===== config.mk =====
export PLATFORM = sky130hd
export DESIGN_NAME = ex_muldiv
export DESIGN_NICKNAME = d
export VERILOG_FILES = /design/src/rtl/ex_muldiv.sv
export SDC_FILE = /design/constraint.sdc
export NUM_CORES = 1
export LEC_CHECK = 0
export ABC_CLOCK_PERIOD_IN_PS = 7100
export BUFFER_PORTS_ARGS = -buffer_cell sky130_fd_sc_hd__buf_4
export CAP_MARGIN = 20
export CORE_MARGIN = 10
export CORE_UTILIZATION = 57
export CTS_BUF_LIST = sky130_fd_sc_hd__clkbuf_8
export CTS_CLUSTER_DIAMETER = 80
export DETAILED_ROUTE_END_ITERATION = 10
export GPL_ROUTABILITY_DRIVEN = 0
export PLACE_DENSITY_LB_ADDON = 0.1
export SETUP_SLACK_MARGIN = 0.15
export SKIP_LAST_GASP = 1
export SYNTH_ARGS = -nofsm -noshare
export SYNTH_HDL_FRONTEND = slang
export SYNTH_SLANG_ARGS = --single-unit

===== constraint.sdc =====
create_clock -name clk -period 7.1 [get_ports clk]
set_input_delay 1.065 -clock clk [delete_from_list [all_inputs] [get_ports clk]]
set_output_delay 1.065 -clock clk [all_outputs]
set_load 0.005 [all_outputs]

===== src/rtl/ex_muldiv.sv =====
// ex_muldiv: iterative RV32M multiply/divide unit for the EX stage.
// One shared 64-bit accumulator serves both the shift-add multiply (hi=partial
// sum, lo=multiplier) and the restoring divide (hi=remainder, lo=dividend/quotient).
//
// state | meaning
// IDLE  | waiting for start; special cases resolved here
// CALC  | 32 iterations of shift-add or shift-subtract
// DONE  | result valid, done pulse, pipeline released
module ex_muldiv (
    input  logic        clk,
    input  logic        rst,
    input  logic        flush,
    input  logic        start,
    input  logic [2:0]  op,
    input  logic [31:0] a,
    input  logic [31:0] b,
    output logic        busy,
    output logic        done,
    output logic [31:0] result
);

    typedef enum logic [1:0] {IDLE, CALC, DONE} state_t;

    state_t      state, state_next;
    logic [2:0]  op_q;
    logic [31:0] opnd_q;
    logic [63:0] acc;
    logic [4:0]  cnt;
    logic        neg_q;
    logic        rem_neg_q;
    logic        load;
    logic        step;

    logic        a_signed, b_signed, a_sgn, b_sgn;
    logic [31:0] a_mag, b_mag;
    logic        div_by_zero, div_ovf, special;
    logic [31:0] special_val;

    logic [32:0] mul_sum;
    logic [32:0] div_shift, div_diff;
    logic [63:0] acc_step;
    logic [63:0] product;
    logic [31:0] fix_res;

    // Operand decode: magnitudes, signs and the special cases seen in IDLE
    always_comb begin
        a_signed    = (op == 3'b001) || (op == 3'b010) || (op == 3'b100) || (op == 3'b110);
        b_signed    = (op == 3'b001) || (op == 3'b100) || (op == 3'b110);
        a_sgn       = a_signed & a[31];
        b_sgn       = b_signed & b[31];
        a_mag       = a_sgn ? (~a + 32'd1) : a;
        b_mag       = b_sgn ? (~b + 32'd1) : b;
        div_by_zero = op[2] && (b == 32'd0);
        div_ovf     = ((op == 3'b100) || (op == 3'b110)) &&
                      (a == 32'h8000_0000) && (b == 32'hFFFF_FFFF);
        special     = div_by_zero || div_ovf;
        if (op[1])
            special_val = div_by_zero ? a : 32'd0;
        else
            special_val = div_by_zero ? 32'hFFFF_FFFF : 32'h8000_0000;
    end

    // One iteration of multiply or divide, plus sign fix-up and result select
    always_comb begin
        mul_sum   = {1'b0, acc[63:32]} + (acc[0] ? {1'b0, opnd_q} : 33'd0);
        div_shift = {acc[63:32], acc[31]};
        div_diff  = div_shift - {1'b0, opnd_q};
        if (!op_q[2])
            acc_step = {mul_sum, acc[31:1]};
        else if (!div_diff[32])
            acc_step = {div_diff[31:0], acc[30:0], 1'b1};
        else
            acc_step = {div_shift[31:0], acc[30:0], 1'b0};
        product = neg_q ? (~acc_step + 64'd1) : acc_step;
        case (op_q)
            3'b000:          fix_res = product[31:0];
            3'b001, 3'b010,
            3'b011:          fix_res = product[63:32];
            3'b100, 3'b101:  fix_res = neg_q ? (~acc_step[31:0] + 32'd1) : acc_step[31:0];
            default:         fix_res = rem_neg_q ? (~acc_step[63:32] + 32'd1) : acc_step[63:32];
        endcase
    end

    // State register
    always_ff @(posedge clk) begin
        if (rst)
            state <= IDLE;
        else
            state <= state_next;
    end

    // Next-state and handshake outputs; flush always returns to IDLE
    always_comb begin
        state_next = state;
        busy       = 1'b0;
        done       = 1'b0;
        load       = 1'b0;
        step       = 1'b0;
        case (state)
            IDLE: begin
                if (start && !flush) begin
                    busy       = 1'b1;
                    load       = 1'b1;
                    state_next = special ? DONE : CALC;
                end
            end
            CALC: begin
                busy = 1'b1;
                if (flush) begin
                    state_next = IDLE;
                end else begin
                    step = 1'b1;
                    if (cnt == 5'd31)
                        state_next = DONE;
                end
            end
            DONE: begin
                done       = !flush;
                state_next = IDLE;
            end
            default: state_next = IDLE;
        endcase
    end

    // Operand latch, iteration datapath and registered result
    always_ff @(posedge clk) begin
        if (rst) begin
            op_q      <= 3'd0;
            opnd_q    <= 32'd0;
            acc       <= 64'd0;
            cnt       <= 5'd0;
            neg_q     <= 1'b0;
            rem_neg_q <= 1'b0;
            result    <= 32'd0;
        end else if (load) begin
            op_q      <= op;
            opnd_q    <= op[2] ? b_mag : a_mag;
            acc       <= {32'd0, op[2] ? a_mag : b_mag};
            cnt       <= 5'd0;
            neg_q     <= a_sgn ^ b_sgn;
            rem_neg_q <= a_sgn;
            if (special)
                result <= special_val;
        end else if (step) begin
            acc <= acc_step;
            cnt <= cnt + 5'd1;
            if (cnt == 5'd31)
                result <= fix_res;
        end
    end

endmodule


======== Word level (Yosys, flattened, before mapping) ========
Index checks and enable logic that the tools add are counted.
word-level totals
  logic and storage cells ................. 95
  latch bits .............................. 0
  memory bits (read-only) ................. 0
  output and inout port bits .............. 34
  memories kept ........................... 0
  register bits ........................... 140
  bits of input ports ..................... 71
  memory bits (writable) .................. 0
cells by class
  shifts and indexed selects .............. 0
  $add $sub $neg .......................... 8
  multipliers ............................. 0
  div/mod/pow operators ................... 0
  equality and inequality tests ........... 17
  $lt $le $gt $ge ......................... 0
  muxes and demuxes ....................... 31
  bitwise gates (word level) .............. 8
  reduce and logical (&&, ||, !) cells .... 22
operator list
  cell                     number
  $mux W32                 15
  $mux W64                 3
  $add A32 B1 Y32 const B  4
  $not A32 Y32             4
  $pmux W32 S3             1
  $add A64 B1 Y64 const B  1
  $eq A32 B32 Y1 const B   2
  $not A64 Y64             1
  $add A32 B32 Y33         1
  $sub A33 B32 Y33         1
  $logic_not A32 Y1        1
  $mux W31                 1
  $eq A3 B3 Y1 const B     4
  $eq A3 B2 Y1 const B     3
  $mux W2                  4
  $logic_or A1 B1 Y1       7
  $eq A3 B1 Y1 const B     2
  $add A5 B1 Y5 const B    1
  $eq A5 B5 Y1 const B     1
  $mux W1                  5
  $logic_and A1 B1 Y1      4
  $pmux W2 S2              1
  $reduce_bool A2 Y1       2
  $reduce_or A2 Y1         2
  14 further kinds         15

======== Logic depth before layout (Yosys ltp) ========
  depth after elaboration ................. 10
  mapped depth ............................ 26

======== Worst setup path after synthesis ========
OpenSTA, ideal clock, no wires.
  path type ............................... register to register
  from .................................... register op_q[2]
  to ...................................... register result[10]
  slack ................................... 1.539 ns
  setup time .............................. 0.132 ns
  stages on the path, launching flop included .. 27
  data arrival time ....................... 5.429 ns
  cells stage by stage .................... dfxtp_1 buf_2 buf_2 buf_2 buf_2 buf_2 buf_2 buf_2 buf_2 buf_1 buf_2 nor2b_1 nor2_1 ha_1 o211ai_1 or3_1 or2_2 clkbuf_1 nor2_1 nand2_1 or3_1 a311o_1 o21a_1 xor2_1 a221oi_1 o211a_1 nor3_1
between the ends
  cells in the longest elaborated chain, start to end .. 8
  elaborated cells between the ends (all ways) .. 22
  those cells by class .................... add/sub: 3; eq/ne: 5; mux: 8; bitwise: 3; reduce/logical: 3
ends and longest elaborated chain
  what                                           RTL line  RTL
  start: declaration                             25        logic [2:0] op_q;
  start signal: assignment                       136       op_q <= op;
  $mux W64                                       68        if (!op_q[2])
  $not A64 Y64, or another cell as far along     74        product = neg_q ? (~acc_step + 64'd1) : acc_step;
  $add A64 B1 Y64, or another cell as far along  74
  $mux W64, or another cell as far along         74
  $pmux W32 S3 (*)                               75        case (op_q)
  $mux W32 (*)                                   147       if (cnt == 5'd31)
  $mux W32 (*)                                   144       end else if (step) begin
  $mux W32 (*)                                   135       end else if (load) begin
  end signal: assignment                         143       result <= special_val;
  end signal: assignment                         148       result <= fix_res;
  end: declaration                               19        output logic [31:0] result
Mark *: on every way between the ends. The rest lies on a longest branch, timed or not. The select of a mux whose other input is x is not followed.
A chain may end at the register's enable or synchronous reset.

======== Final worst setup path ========
  from .................................... register acc[0]
  to ...................................... register result[26]
between the ends
  cells in the longest elaborated chain, start to end .. 10
  elaborated cells between the ends (all ways) .. 17
  those cells by class .................... add/sub: 4; mux: 10; bitwise: 3
ends and longest elaborated chain
  what                                                RTL line  RTL
  start: declaration                                  27        logic [63:0] acc;
  start signal: assignment                            138       acc <= {32'd0, op[2] ? a_mag : b_mag};
  start signal: assignment                            145       acc <= acc_step;
  $mux W32                                            65        mul_sum = {1'b0, acc[63:32]} + (acc[0] ? {1'b0, opnd_q} : 33'd0);
  $add A32 B32 Y33                                    65
  $mux W64 (*)                                        68
  $not A64 Y64 or $not A32 Y32 (tied branches)        74, 80
  $add A64 B1 Y64 or $add A32 B1 Y32 (tied branches)  74, 80
  $mux W64 or $mux W32 (tied branches)                74, 80
  $pmux W32 S3 (*)                                    75
  $mux W32 (*)                                        147
  $mux W32 (*)                                        144
  $mux W32 (*)                                        135
Marks and branches as above.

==> metrics <==
largest stage delay on the critical path 0.62 ns; type of the tightest min-delay check reg2reg; cts-stage hold buffer count 0; number of top-level design ports 105; buffer depth of the longest clock path 2; Post-CTS Resized 0; Min Clock Period, post-route 6.09 ns; number of DRC markers in iteration 0 2614; data required time at the worst endpoint 7.48 ns; row cnt 61; top post-synthesis cells by area sky130_fd_sc_hd__dfxtp_1, sky130_fd_sc_hd__nand2_1, sky130_fd_sc_hd__a21oi_1, sky130_fd_sc_hd__xnor2_1, sky130_fd_sc_hd__ha_1; maximum clock rate 164 MHz; Total GRT Usage 0.349; status completed; first drt pass iteration count 6; count of input and output buffers 104; number of remaining DRC errors 0; Leakage Power 6.55 nW; Wirelength per Cell 23.8 um; number of hold violations in the final report 0; fraction of the mapped netlist area in adder cells 0.0576; antenna cells 0; global route total overflow 0; worst-case clock skew 0.0196 ns; antenna violations before repair 0; multiplexer area fraction after synthesis 0.0366; pin count of the biggest net entering global routing 85; Post-Syn Nets 2471; Total Neg Setup Slack 0 ns; number of distinct library cell variants in the gate-level netlist after synthesis 106; DRT antenna net count 0; wire length of the first global-routing pass 98.6 mm; via count 18.5k; type of destination of the critical path flip-flop; number of placed instances with taps included 2686; register area share after synthesis 0.174; die height 188 um; DRT Wirelength 64.6 mm; chip width 188 um; clock-pin slew on the worst setup and hold paths 0.10 ns; TritonCTS sink count 140; largest fanout of any net on the critical path 34; cell count of the worst hold path 2; synthesized-area fraction occupied by ao, oa, aoi and oai cells 0.322; proportion of synthesized flip-flops having asynchronous set or reset 0; Post-layout nets 2471; combinational family with the most area after synthesis compound AO/OA/AOI/OAI gates; post-synthesis cell area 0.0161 mm2; simple-gate share of the synthesized area 0.259; fin. max-slew vios 0; measured slew at the worst slew-check pin 1.16 ns; number of global-route vias before repair 17.2k; Synth Area per Inst 6.93 um2; clock tree from TritonCTS yes; share of the synthesized area in the top cell type 0.174; worst-path cell chain buf_4 > and2_1 > ha_1 > fa_1 > a21oi_1 > o211ai_1 > a31o_2 > o31ai_1 > nand2_1 > xnor2_1 > a21oi_1 > a31oi_1 > nand4bb_1 > o21ai_0 > xnor2_1 > o211ai_1 > a311oi_2; Pwr per Cell Area 157 mW/mm2; most common cell after layout, fill and taps aside sky130_fd_sc_hd__nand2_1; clock latency on the worst-skew pair 0.51 ns; Seq cells post-synth 140; reg2reg path depth 17; xor/xnor cell area share of the yosys netlist 0.0978; cell taking the most area after synthesis sky130_fd_sc_hd__dfxtp_1; most common flop cell mapped by yosys sky130_fd_sc_hd__dfxtp_1; worst slew margin relative to its limit 0.222; Root Buffer sky130_fd_sc_hd__clkbuf_8; number of warning messages in the yosys log 0; number of enable-type register cells in the synthesized netlist 0; setup repair after global routing missed its margin false; P&R area growth vs syn 7.95%; Starting Density 0.579; Cells after Synth 2327; HPWL Detailed 49.2 mm; total CTS buffers 17; period utilisation layout 0.858; standard cell core area 0.0279 mm2; worst-case vdd ir drop 0.107 mV; total of max-cap violations 0; Post-CTS Setup Repair Bufs 0; data arrival at the endpoint of the critical path 6.47 ns; die outline area 0.0354 mm2; number of non-filler instances in the completed layout 2718; number of levels the H-tree was split into 4; final setup violation count 0; mean number of vias per cell 6.80; library cell contributing the largest single delay on the critical path sky130_fd_sc_hd__a31oi_1; Critical Setup Path Class reg2reg; share of post-route cells with drive strength above 1 0.101; fill cell total of the finished layout 2580; startpoint type of the worst setup path flip-flop; commonest cells after routing, fill and taps aside sky130_fd_sc_hd__nand2_1, sky130_fd_sc_hd__nor2_1, sky130_fd_sc_hd__a21oi_1
-- report_power, final --
part	switching [W]	internal [W]
Sequential	0.0000422	0.000816
Clock	0.000411	0.000298
Combinational	0.000761	0.000397
Total	0.00121	0.00151
-- critical path: cells and delay by family (launching register included) --
kind,cells,cell delay [ns]
and+or+nand+nor,3,0.96
DFF,1,0.31
buffers and inverters,1,0.23
adders and majority gates,2,0.63
xor gates and xnor gates,2,0.61
AOI/OAI and AO/OA,9,3.21
-- Yosys cell counts, drive strengths merged (30+ instances only) --
master and n:
nor2 228, buf 40, xnor2 111, o211ai 72, inv 70, a21oi 214
a211oi 63, dfxtp 140, xor2 69, nand2 290, or3 31, clkbuf 110
ha 71, and2 47, nand3 33, o31ai 30, nor3 83, mux2i 53
o21ai 175
-- metrics by stage --
stage | cell area, um2 | total power (W) | utilization | setup slack [ns] | hold WS (ns)
2_1_floorplan | 16100 | 0.00164 | - | 1.54 | 0.440
3_3_place_gp | 17000 | 0.00197 | 0.610 | 1.37 | 0.439
3_5_place_dp | 17000 | 0.00198 | 0.610 | 1.25 | 0.452
4_1_cts | 17400 | 0.00267 | 0.625 | 1.21 | 0.467
5_1_grt | 17400 | 0.00283 | 0.625 | 0.611 | 0.492
6_report | 17400 | 0.00272 | 0.625 | 1.01 | 0.466
-- final cells by class --
type,count,area [um2],area share
repair buffers,131,983,0.0565
multi-input cells,1966,12500,0.716
inverters,71,267,0.0153
flip-flops and latches,140,2810,0.161
clock inverters,15,174,0.00999
clock buffers,17,234,0.0134
well taps,378,473,0.0272
-- flip-flops by register name (all words and copies together), names as in the netlist --
signal,count
result,32
neg_q,1
op_q,3
rem_neg_q,1
acc,64
cnt,5
state,2
opnd_q,32
-- final timing paths --
| kind | from | end | slack [ns] |
|---|---|---|---|
| worst max register to register | acc[0] | result[26] | 1.01 |
| worst min-delay path | opnd_q[24] | opnd_q[24] | 0.47 |
| worst max-delay path | acc[0] | result[26] | 1.01 |
| worst min register to register | opnd_q[24] | opnd_q[24] | 0.47 |
-- cells by family after synthesis --
logic type	after synthesis
buf+inv	221
simple gates	874
fa+ha+maj	73
mux	58
flops	140
xor+xnor	180
compound gates	781
-- routing by layer --
metal	vias up	track usage	share of wire
met5	-	0	0
met4	0	0.195	0.058
met3	258	0.0999	0.13
met2	1236	0.539	0.43
met1	8521	0.427	0.38
li1	8473	-	-
(Power assumes the default switching activity.)
